===== src/rtl/cpu_run_ctrl.sv =====
// cpu_run_ctrl: reset sequencer and run supervisor for one or more CPU cores.
//   Takes the raw asynchronous reset and synchronises its release. It holds the
//   core resets for a stretch period, then releases them one channel at a time.
//   While the cores run, it counts cycles and watches core 0's PC. A PC that
//   stops changing means the core has halted. It also stops the run when the
//   cycle budget is used up.
// Ports:
//   clk_i       clock, rising edge
//   rst_i       asynchronous active-high reset
//   restart_i   synchronous pulse that re-runs the whole reset sequence
//   pc_i        PC of supervised core 0
//   rst_n_o     per-channel active-low core resets, bit k releases k-th
//   running_o   high while in RUN
//   done_o      sticky, run terminated (halt or timeout)
//   halted_o    sticky, PC-stall termination
//   timeout_o   sticky, cycle budget exhausted
//   cycle_cnt_o RUN cycles elapsed, frozen on termination
//   final_pc_o  pc_i captured in the terminating cycle
module cpu_run_ctrl #(
  parameter int XLEN         = 64,
  parameter int N_RST        = 2,
  parameter int RST_STRETCH  = 4,
  parameter int STAGGER      = 2,
  parameter int STALL_CYCLES = 8,
  parameter int MAX_CYCLES   = 120,
  parameter int CNT_W        = 16
) (
  input  logic             clk_i,
  input  logic             rst_i,
  input  logic             restart_i,
  input  logic [XLEN-1:0]  pc_i,
  output logic [N_RST-1:0] rst_n_o,
  output logic             running_o,
  output logic             done_o,
  output logic             halted_o,
  output logic             timeout_o,
  output logic [CNT_W-1:0] cycle_cnt_o,
  output logic [XLEN-1:0]  final_pc_o
);

  // Number of cycles from RELEASE entry until the last channel is released.
  localparam int LAST_REL = (N_RST - 1) * STAGGER;
  localparam int REL_W    = $clog2(LAST_REL + 1) + 1;
  localparam int ST_W     = $clog2(RST_STRETCH) + 1;
  localparam int SC_W     = $clog2(STALL_CYCLES) + 1;

  typedef enum logic [2:0] {
    S_ASSERT,
    S_RELEASE,
    S_RUN,
    S_HALTED,
    S_TIMEOUT
  } state_t;

  state_t            state_q, state_d;
  logic [1:0]        sync_q;
  logic [ST_W-1:0]   str_cnt;
  logic [REL_W-1:0]  rel_cnt;
  logic [SC_W-1:0]   stall_cnt;
  logic [XLEN-1:0]   last_pc;
  logic              pc_vld;
  logic [N_RST-1:0]  rst_n_q, rst_n_d;

  logic stall_eq, halt_hit, tmo_hit, str_done, rel_last;

  // last_pc is only meaningful after the first RUN cycle has loaded it.
  assign stall_eq = pc_vld && (pc_i == last_pc);
  // This compare brings stall_cnt to STALL_CYCLES-1, so this cycle terminates.
  assign halt_hit = stall_eq && (stall_cnt == SC_W'(STALL_CYCLES - 2));
  assign tmo_hit  = (cycle_cnt_o == CNT_W'(MAX_CYCLES - 1));
  // The stretch only starts counting once the synchroniser has released.
  assign str_done = sync_q[1] && (str_cnt == ST_W'(RST_STRETCH - 1));
  assign rel_last = ((int'(rel_cnt) + 1) == LAST_REL);

  always_comb begin
    state_d = state_q;
    case (state_q)
      // With no stagger, every channel releases on the ASSERT exit edge.
      S_ASSERT:  if (str_done) state_d = (LAST_REL == 0) ? S_RUN : S_RELEASE;
      S_RELEASE: if (rel_last) state_d = S_RUN;
      S_RUN: begin
        if (halt_hit)     state_d = S_HALTED;
        else if (tmo_hit) state_d = S_TIMEOUT;
      end
      default: state_d = state_q;
    endcase
    if (restart_i) state_d = S_ASSERT;
  end

  // Released bits are never cleared except by restart or reset.
  always_comb begin
    rst_n_d = rst_n_q;
    for (int k = 0; k < N_RST; k++) begin
      if (state_q == S_ASSERT && str_done && k * STAGGER == 0)
        rst_n_d[k] = 1'b1;
      if (state_q == S_RELEASE && (int'(rel_cnt) + 1) == k * STAGGER)
        rst_n_d[k] = 1'b1;
    end
    if (restart_i) rst_n_d = '0;
  end

  always_ff @(posedge clk_i or posedge rst_i) begin
    if (rst_i) begin
      sync_q      <= '0;
      state_q     <= S_ASSERT;
      rst_n_q     <= '0;
      str_cnt     <= '0;
      rel_cnt     <= '0;
      stall_cnt   <= '0;
      last_pc     <= '0;
      pc_vld      <= 1'b0;
      cycle_cnt_o <= '0;
      final_pc_o  <= '0;
      done_o      <= 1'b0;
      halted_o    <= 1'b0;
      timeout_o   <= 1'b0;
    end else begin
      // The synchroniser stays released across restart, so a restart
      // starts the stretch immediately.
      sync_q  <= {sync_q[0], 1'b1};
      state_q <= state_d;
      rst_n_q <= rst_n_d;
      if (restart_i) begin
        str_cnt     <= '0;
        rel_cnt     <= '0;
        stall_cnt   <= '0;
        last_pc     <= '0;
        pc_vld      <= 1'b0;
        cycle_cnt_o <= '0;
        final_pc_o  <= '0;
        done_o      <= 1'b0;
        halted_o    <= 1'b0;
        timeout_o   <= 1'b0;
      end else begin
        case (state_q)
          S_ASSERT: begin
            if (!sync_q[1] || str_done) str_cnt <= '0;
            else                        str_cnt <= str_cnt + ST_W'(1);
          end
          S_RELEASE: rel_cnt <= rel_cnt + REL_W'(1);
          S_RUN: begin
            last_pc   <= pc_i;
            pc_vld    <= 1'b1;
            stall_cnt <= stall_eq ? stall_cnt + SC_W'(1) : '0;
            if (halt_hit) begin
              halted_o   <= 1'b1;
              done_o     <= 1'b1;
              final_pc_o <= pc_i;
            end else if (tmo_hit) begin
              timeout_o  <= 1'b1;
              done_o     <= 1'b1;
              final_pc_o <= pc_i;
            end else begin
              cycle_cnt_o <= cycle_cnt_o + CNT_W'(1);
            end
          end
          default: ;
        endcase
      end
    end
  end

  assign rst_n_o   = rst_n_q;
  assign running_o = (state_q == S_RUN);

endmodule


===== config.mk =====
export PLATFORM = sky130hd
export DESIGN_NAME = cpu_run_ctrl
export DESIGN_NICKNAME = d
export VERILOG_FILES = /design/src/rtl/cpu_run_ctrl.sv
export SDC_FILE = /design/constraint.sdc
export NUM_CORES = 1
export LEC_CHECK = 0
export BUFFER_PORTS_ARGS = -buffer_cell sky130_fd_sc_hd__clkbuf_2
export CELL_PAD_IN_SITES_DETAIL_PLACEMENT = 1
export CELL_PAD_IN_SITES_GLOBAL_PLACEMENT = 1
export CORE_ASPECT_RATIO = 2
export CORE_MARGIN = 2
export CORE_UTILIZATION = 40
export CTS_CLUSTER_DIAMETER = 40
export DETAILED_ROUTE_END_ITERATION = 10
export PLACE_DENSITY = 0.78
export REMOVE_ABC_BUFFERS = 1
export SYNTH_ARGS = -nofsm -noshare
export SYNTH_HDL_FRONTEND = slang
export SYNTH_SLANG_ARGS = --single-unit

===== constraint.sdc =====
create_clock -name clk_i -period 7.1 [get_ports clk_i]
set_input_delay 2.13 -clock clk_i [delete_from_list [all_inputs] [get_ports clk_i]]
set_output_delay 2.13 -clock clk_i [all_outputs]
set_load 0.03 [all_outputs]

## Yosys cells after proc, flatten, opt, wreduce, memory -nomap -nowiden

Index checks and enable logic that the tools add are counted.

| storage, ports and cells | value |
|---|---|
| register bits | 165 |
| bits in latches | 0 |
| RAM bits | 0 |
| ROM bits | 0 |
| input port bits | 67 |
| output and inout port bits | 86 |
| word-level logic and storage cells | 95 |
| memories | 0 |

| cells by class | value |
|---|---|
| add/subtract/negate cells | 5 |
| multipliers | 0 |
| divide/modulo/power cells | 0 |
| $lt $le $gt $ge | 0 |
| equal/unequal tests | 12 |
| shift-type cells | 0 |
| multiplexer cells | 40 |
| bitwise operators | 0 |
| reduce and logical (&&, ||, !) cells | 24 |

Operators with widths:

| cell | number |
|---|---|
| 2-to-1 mux 64 bit | 6 |
| == test 64 bit | 1 |
| 2-to-1 mux 16 bit | 4 |
| logical NOT 32 bit | 1 |
| 2-to-1 mux 3 bit | 10 |
| adder 16 x 1 -> 16 bit (second input constant) | 1 |
| == test 16 x 7 -> 1 bit (second input constant) | 1 |
| 2-to-1 mux 1 bit | 15 |
| 2-to-1 mux 4 bit | 3 |
| nonzero test 2 bit | 6 |
| one-hot mux 3 bit (3 select lines) | 1 |
| adder 3 x 1 -> 3 bit (second input constant) | 2 |
| == test 3 x 2 -> 1 bit (second input constant) | 2 |
| logical AND 1 bit | 6 |
| != test 3 bit (second input constant) | 2 |
| AND reduction 3 bit | 2 |
| nonzero test 3 bit | 2 |
| adder 3 x 1 -> 4 bit (second input constant) | 1 |
| adder 4 x 1 -> 4 bit (second input constant) | 1 |
| == test 4 x 2 -> 1 bit (second input constant) | 1 |
| == test 4 x 3 -> 1 bit (second input constant) | 1 |
| != test 2 bit (second input constant) | 2 |
| != test 4 x 2 -> 1 bit (second input constant) | 1 |
| AND reduction 2 bit | 2 |
| 7 further kinds | 7 |

## Depth between registers and ports, before layout

| depth | value |
|---|---|
| word-level depth | 6 |
| mapped depth | 10 |
| mapped depth without buffers | 8 |

## Least setup slack after synthesis

Ideal clock, no wire load.

| path | value |
|---|---|
| path kind | input -> register |
| start point | input port pc_i[27] |
| end point | register final_pc_o[50] |
| setup time | 74 ps |
| arrival | 3,791 ps |
| required time | 7,026 ps |
| path slack | 3,235 ps |
| stages | 10 |
| path buffers | 3 |
| cell sequence | xnor2_1 -> nand4_1 -> nor4_1 -> nand4_1 -> o41ai_2 -> buf_4 -> buf_6 -> buf_6 -> nand3b_1 -> o21ai_2 |

| between the ends | value |
|---|---|
| cells in the longest elaborated chain, start to end | 6 |
| elaborated cells on any way between the ends | 8 |
| classes of those cells | eq/ne (1); mux (3); reduce/logical (4) |

RTL lines:

| item | line | text |
|---|---|---|
| start: declaration | 31 | `input logic [XLEN-1:0] pc_i,` |
| == test 64 bit * | 67 | `assign stall_eq = pc_vld && (pc_i == last_pc);` |
| logical AND 1 bit * | 67 |  |
| logical AND 1 bit * | 69 | `assign halt_hit = stall_eq && (stall_cnt == SC_W'(STALL_CYCLES - 2));` |
| 2-to-1 mux 64 bit | 145 | `if (halt_hit) begin` |
| 2-to-1 mux 64 bit | 135 | `case (state_q)` |
| 2-to-1 mux 64 bit | 123 | `if (restart_i) begin` |
| end signal: assignment | 148 | `final_pc_o <= pc_i;` |
| end signal: assignment | 152 | `final_pc_o <= pc_i;` |
| end: declaration | 38 | `output logic [XLEN-1:0] final_pc_o` |

Every way passes the cells marked *; elsewhere a longest branch is shown, timed or not. The select of a mux whose other input is x is not followed.
A chain may end at the register's enable or synchronous reset.

## Worst setup path in the final report

| path | value |
|---|---|
| start point | input port pc_i[40] |
| end point | register final_pc_o[12] |

Same word-level chain as after synthesis.

==> flow_summary.toml <==
[status]
status = "finished clean"

[synth]
netlist_area_sq_um = 8080
synth.distinct_cells = 44
synthArstFlopShare_pct = 100
syn_area_per_cell_sq_um = 9.46
ys_warn_count = 0
ys.flop_type = "dfrtp_1"
synth_seq_cells = 165
synthCells = 854
yosysMostFrequentCell = "dfrtp_1"
yosysSeqAreaShare_pct = 51.1
synth_top_area_cell = "dfrtp_1"
yosysTopAreaCellShare_pct = 51.1
synth_edf_count = 0
synth_area_leaders = "dfrtp_1, nand2_1, nand3b_1"
synthTopCellsByCount = "dfrtp_1, nand2_1, a21oi_1"

[timing]
fin_tns_setup_ns = 0
rsz0062_at_grt = "false"
fmax_mhz = 228
slew_violations = 0
slew-limit-headroom_pct = 40.7
setup_viol = 0
tightest_slew_ns = 0.888
whs_ns = 0.358
post-route-period-util_pct = 61.9
final_hold_viol_count = 0
fin_skew_ns = 0.00921
period_needed_ns = 4.39

[pwr]
powerDensity_nw_per_um2 = 240
combinationalPowerShare_pct = 12.0
switching_share_pct = 25.6
total_power_uw = 2320
p_int_uw = 1730
power_frac_seq_pct = 43.7
leakage_uw = 0.00430
p_clk_share_pct = 44.3
power.switching_uw = 595
peakVddDrop_mv = 0.178

[setup_path]
worst-path-max-fanout = 73
slowest_delay_ns = 0.61
crit_buf_inv = 2
cp_cell_sequence = "clkbuf_2 > xnor2_1 > nand4_1 > nor4_1 > nand4_1 > o41ai_4 > buf_4 > o21ai_0"
regToRegSetupSlack_ns = 4.11
arrival_ns = 4.67
worstSetupStartpointType = "input port"
cp.required_ns = 7.38
critPathKind = "in2reg"
critPathMostFrequentCell = "nand4_1"
cpMaxStageDelayCell = "buf_4"
endpoint_kind = "flip-flop"
crit_family = "simple AND/OR/NAND/NOR gates"

[global_routing]
grt_pass1_wl_um = 35300
grt_max_degree = 109
gr-usage-all-layers_pct = 20.8
grt_pass1_vias = 6987
gr-total-overflow = 0
antenna_found_initial = 0

[clock_tree]
cts.clk_slew.worst_paths_ns = 0.07
clock_latency_ns = 0.43
cts_buffers = 17
cts.sinks = 165
cts_setup_buffers = 0
cts_tree = "built"
post_cts_resized = 0
cts-root-buf = "clkbuf_16"
clock_path_buffers = 2
htreeDepth = 4
ctsHoldBuffers = 0

[die]
die_w_um = 105
dieHeight_um = 205
io_pins = 153
die-area_sq_um = 21400
start_util_pct = 40.8
row_count = 73
core_area_sq_um = 19800

[route]
routed_wl_um = 21400
ant_nets = 0
drc = 0
viasPerCell = 5.21
drt_iter0_markers = 214
vias = 6521
wire_per_inst_um = 17.1
first_pass_iters = 6

[placement]
portBuffers = 152
place_inst = 1220
hpwl_um = 14300
place_congestion = 0.745

[finish]
area_growth_pct = 19.7
layout-drive-gt1-share_pct = 21.2
diodes = 0
final_cells = 1252
nets = 1051

[run]
maxCapViolCount = 0

[min_path]
hold_class = "reg2reg"
## power by group through the flow
stage          logic (uW)  registers (uW)  clock network, uW
3_5_place_dp          283            1030                  0
3_3_place_gp          277            1030                  0
2_1_floorplan         168            1030                  0
5_1_grt               315            1020               1090
6_report              278            1020               1030
4_1_cts               286            1020               1060
## logic make-up after synthesis
logic type | count (synthesis) | synth area share, %
buf+inv | 68 | 3.59
flops | 165 | 51.1
xor+xnor | 68 | 7.37
compound gates | 158 | 10.6
mux | 11 | 1.49
fa+ha+maj | 7 | 1.08
other cells | 1 | 0.0464
simple gates | 376 | 24.8
## state kept, by name, summed over array words and instances (netlist names)
signal / cells
stall_cnt: 4
state_q: 3
halted_o: 1
last_pc: 64
str_cnt: 3
cycle_cnt_o: 16
timeout_o: 1
pc_vld: 1
rel_cnt: 3
done_o: 1
sync_q: 2
rst_n_o: 2
final_pc_o: 64
## layer usage
metal	GRT usage, %	up-vias	part of all wire (%)
li1	-	3116	-
met1	22.4	3263	39
met2	39.5	111	56
met3	3.60	31	2.8
met4	8.83	0	2.6
met5	0	-	0
## placed cells by master (no fill, tap or decap), types with 5 or more instances in the layout
master       n
bufinv_16    5
nor2_1      32
nor3_1       5
nor2b_1      8
xor2_1      20
inv_1        9
dfrtp_1    165
a21oi_1     76
nand2_1    144
buf_4        9
nand3b_1    66
clkbuf_16   17
nand2b_1    69
o21ai_2      5
nand4_1     17
o31ai_1      5
xnor2_1     48
nor4_1      12
ha_1         7
clkbuf_2   151
nor3b_1      5
o21ai_0     63
mux2_2       6
## final timing paths
path / from / cells after the start / end
min in group asynchronous: rst_i / 2 / final_pc_o[11]
max in group asynchronous: rst_i / 3 / rel_cnt[0]
worst max-delay path: pc_i[40] / 8 / final_pc_o[12]
worst max register to register: state_q[0] / 8 / final_pc_o[12]
worst min register to register: sync_q[0] / 0 / sync_q[1]
worst min-delay path: sync_q[0] / 0 / sync_q[1]
## stage by stage
| stage | setup slack [ns] | util (%) | cell area, sq um |
|---|---|---|---|
| 2_1_floorplan | -1.33 | - | 7830 |
| 3_3_place_gp | 2.31 | 45.5 | 9010 |
| 3_5_place_dp | 2.16 | 45.5 | 9010 |
| 4_1_cts | 2.65 | 48.8 | 9670 |
| 5_1_grt | 2.44 | 48.8 | 9670 |
| 6_report | 2.71 | 48.8 | 9670 |
## worst reg2reg max path: stages, from the launching register on
cell and delay (ns):
dfrtp_1 0.40, nor2_1 0.18, nand2_2 0.18, inv_2 0.10, buf_4 0.64, nand2_1 0.35, o41ai_4 0.13, buf_4 0.61
o21ai_0 0.27
## final cells by class
type                            count  area, sq um
Fill cell                        2341        10100
Tap cell                          262          328
Sequential cell                   165         4130
Timing Repair Buffer              161          835
Clock buffer                       20          457
Inverter                           11         46.3
Multi-Input combinational cell    621         3680
Clock inverter                     12          200
(Power assumes the default switching activity.)
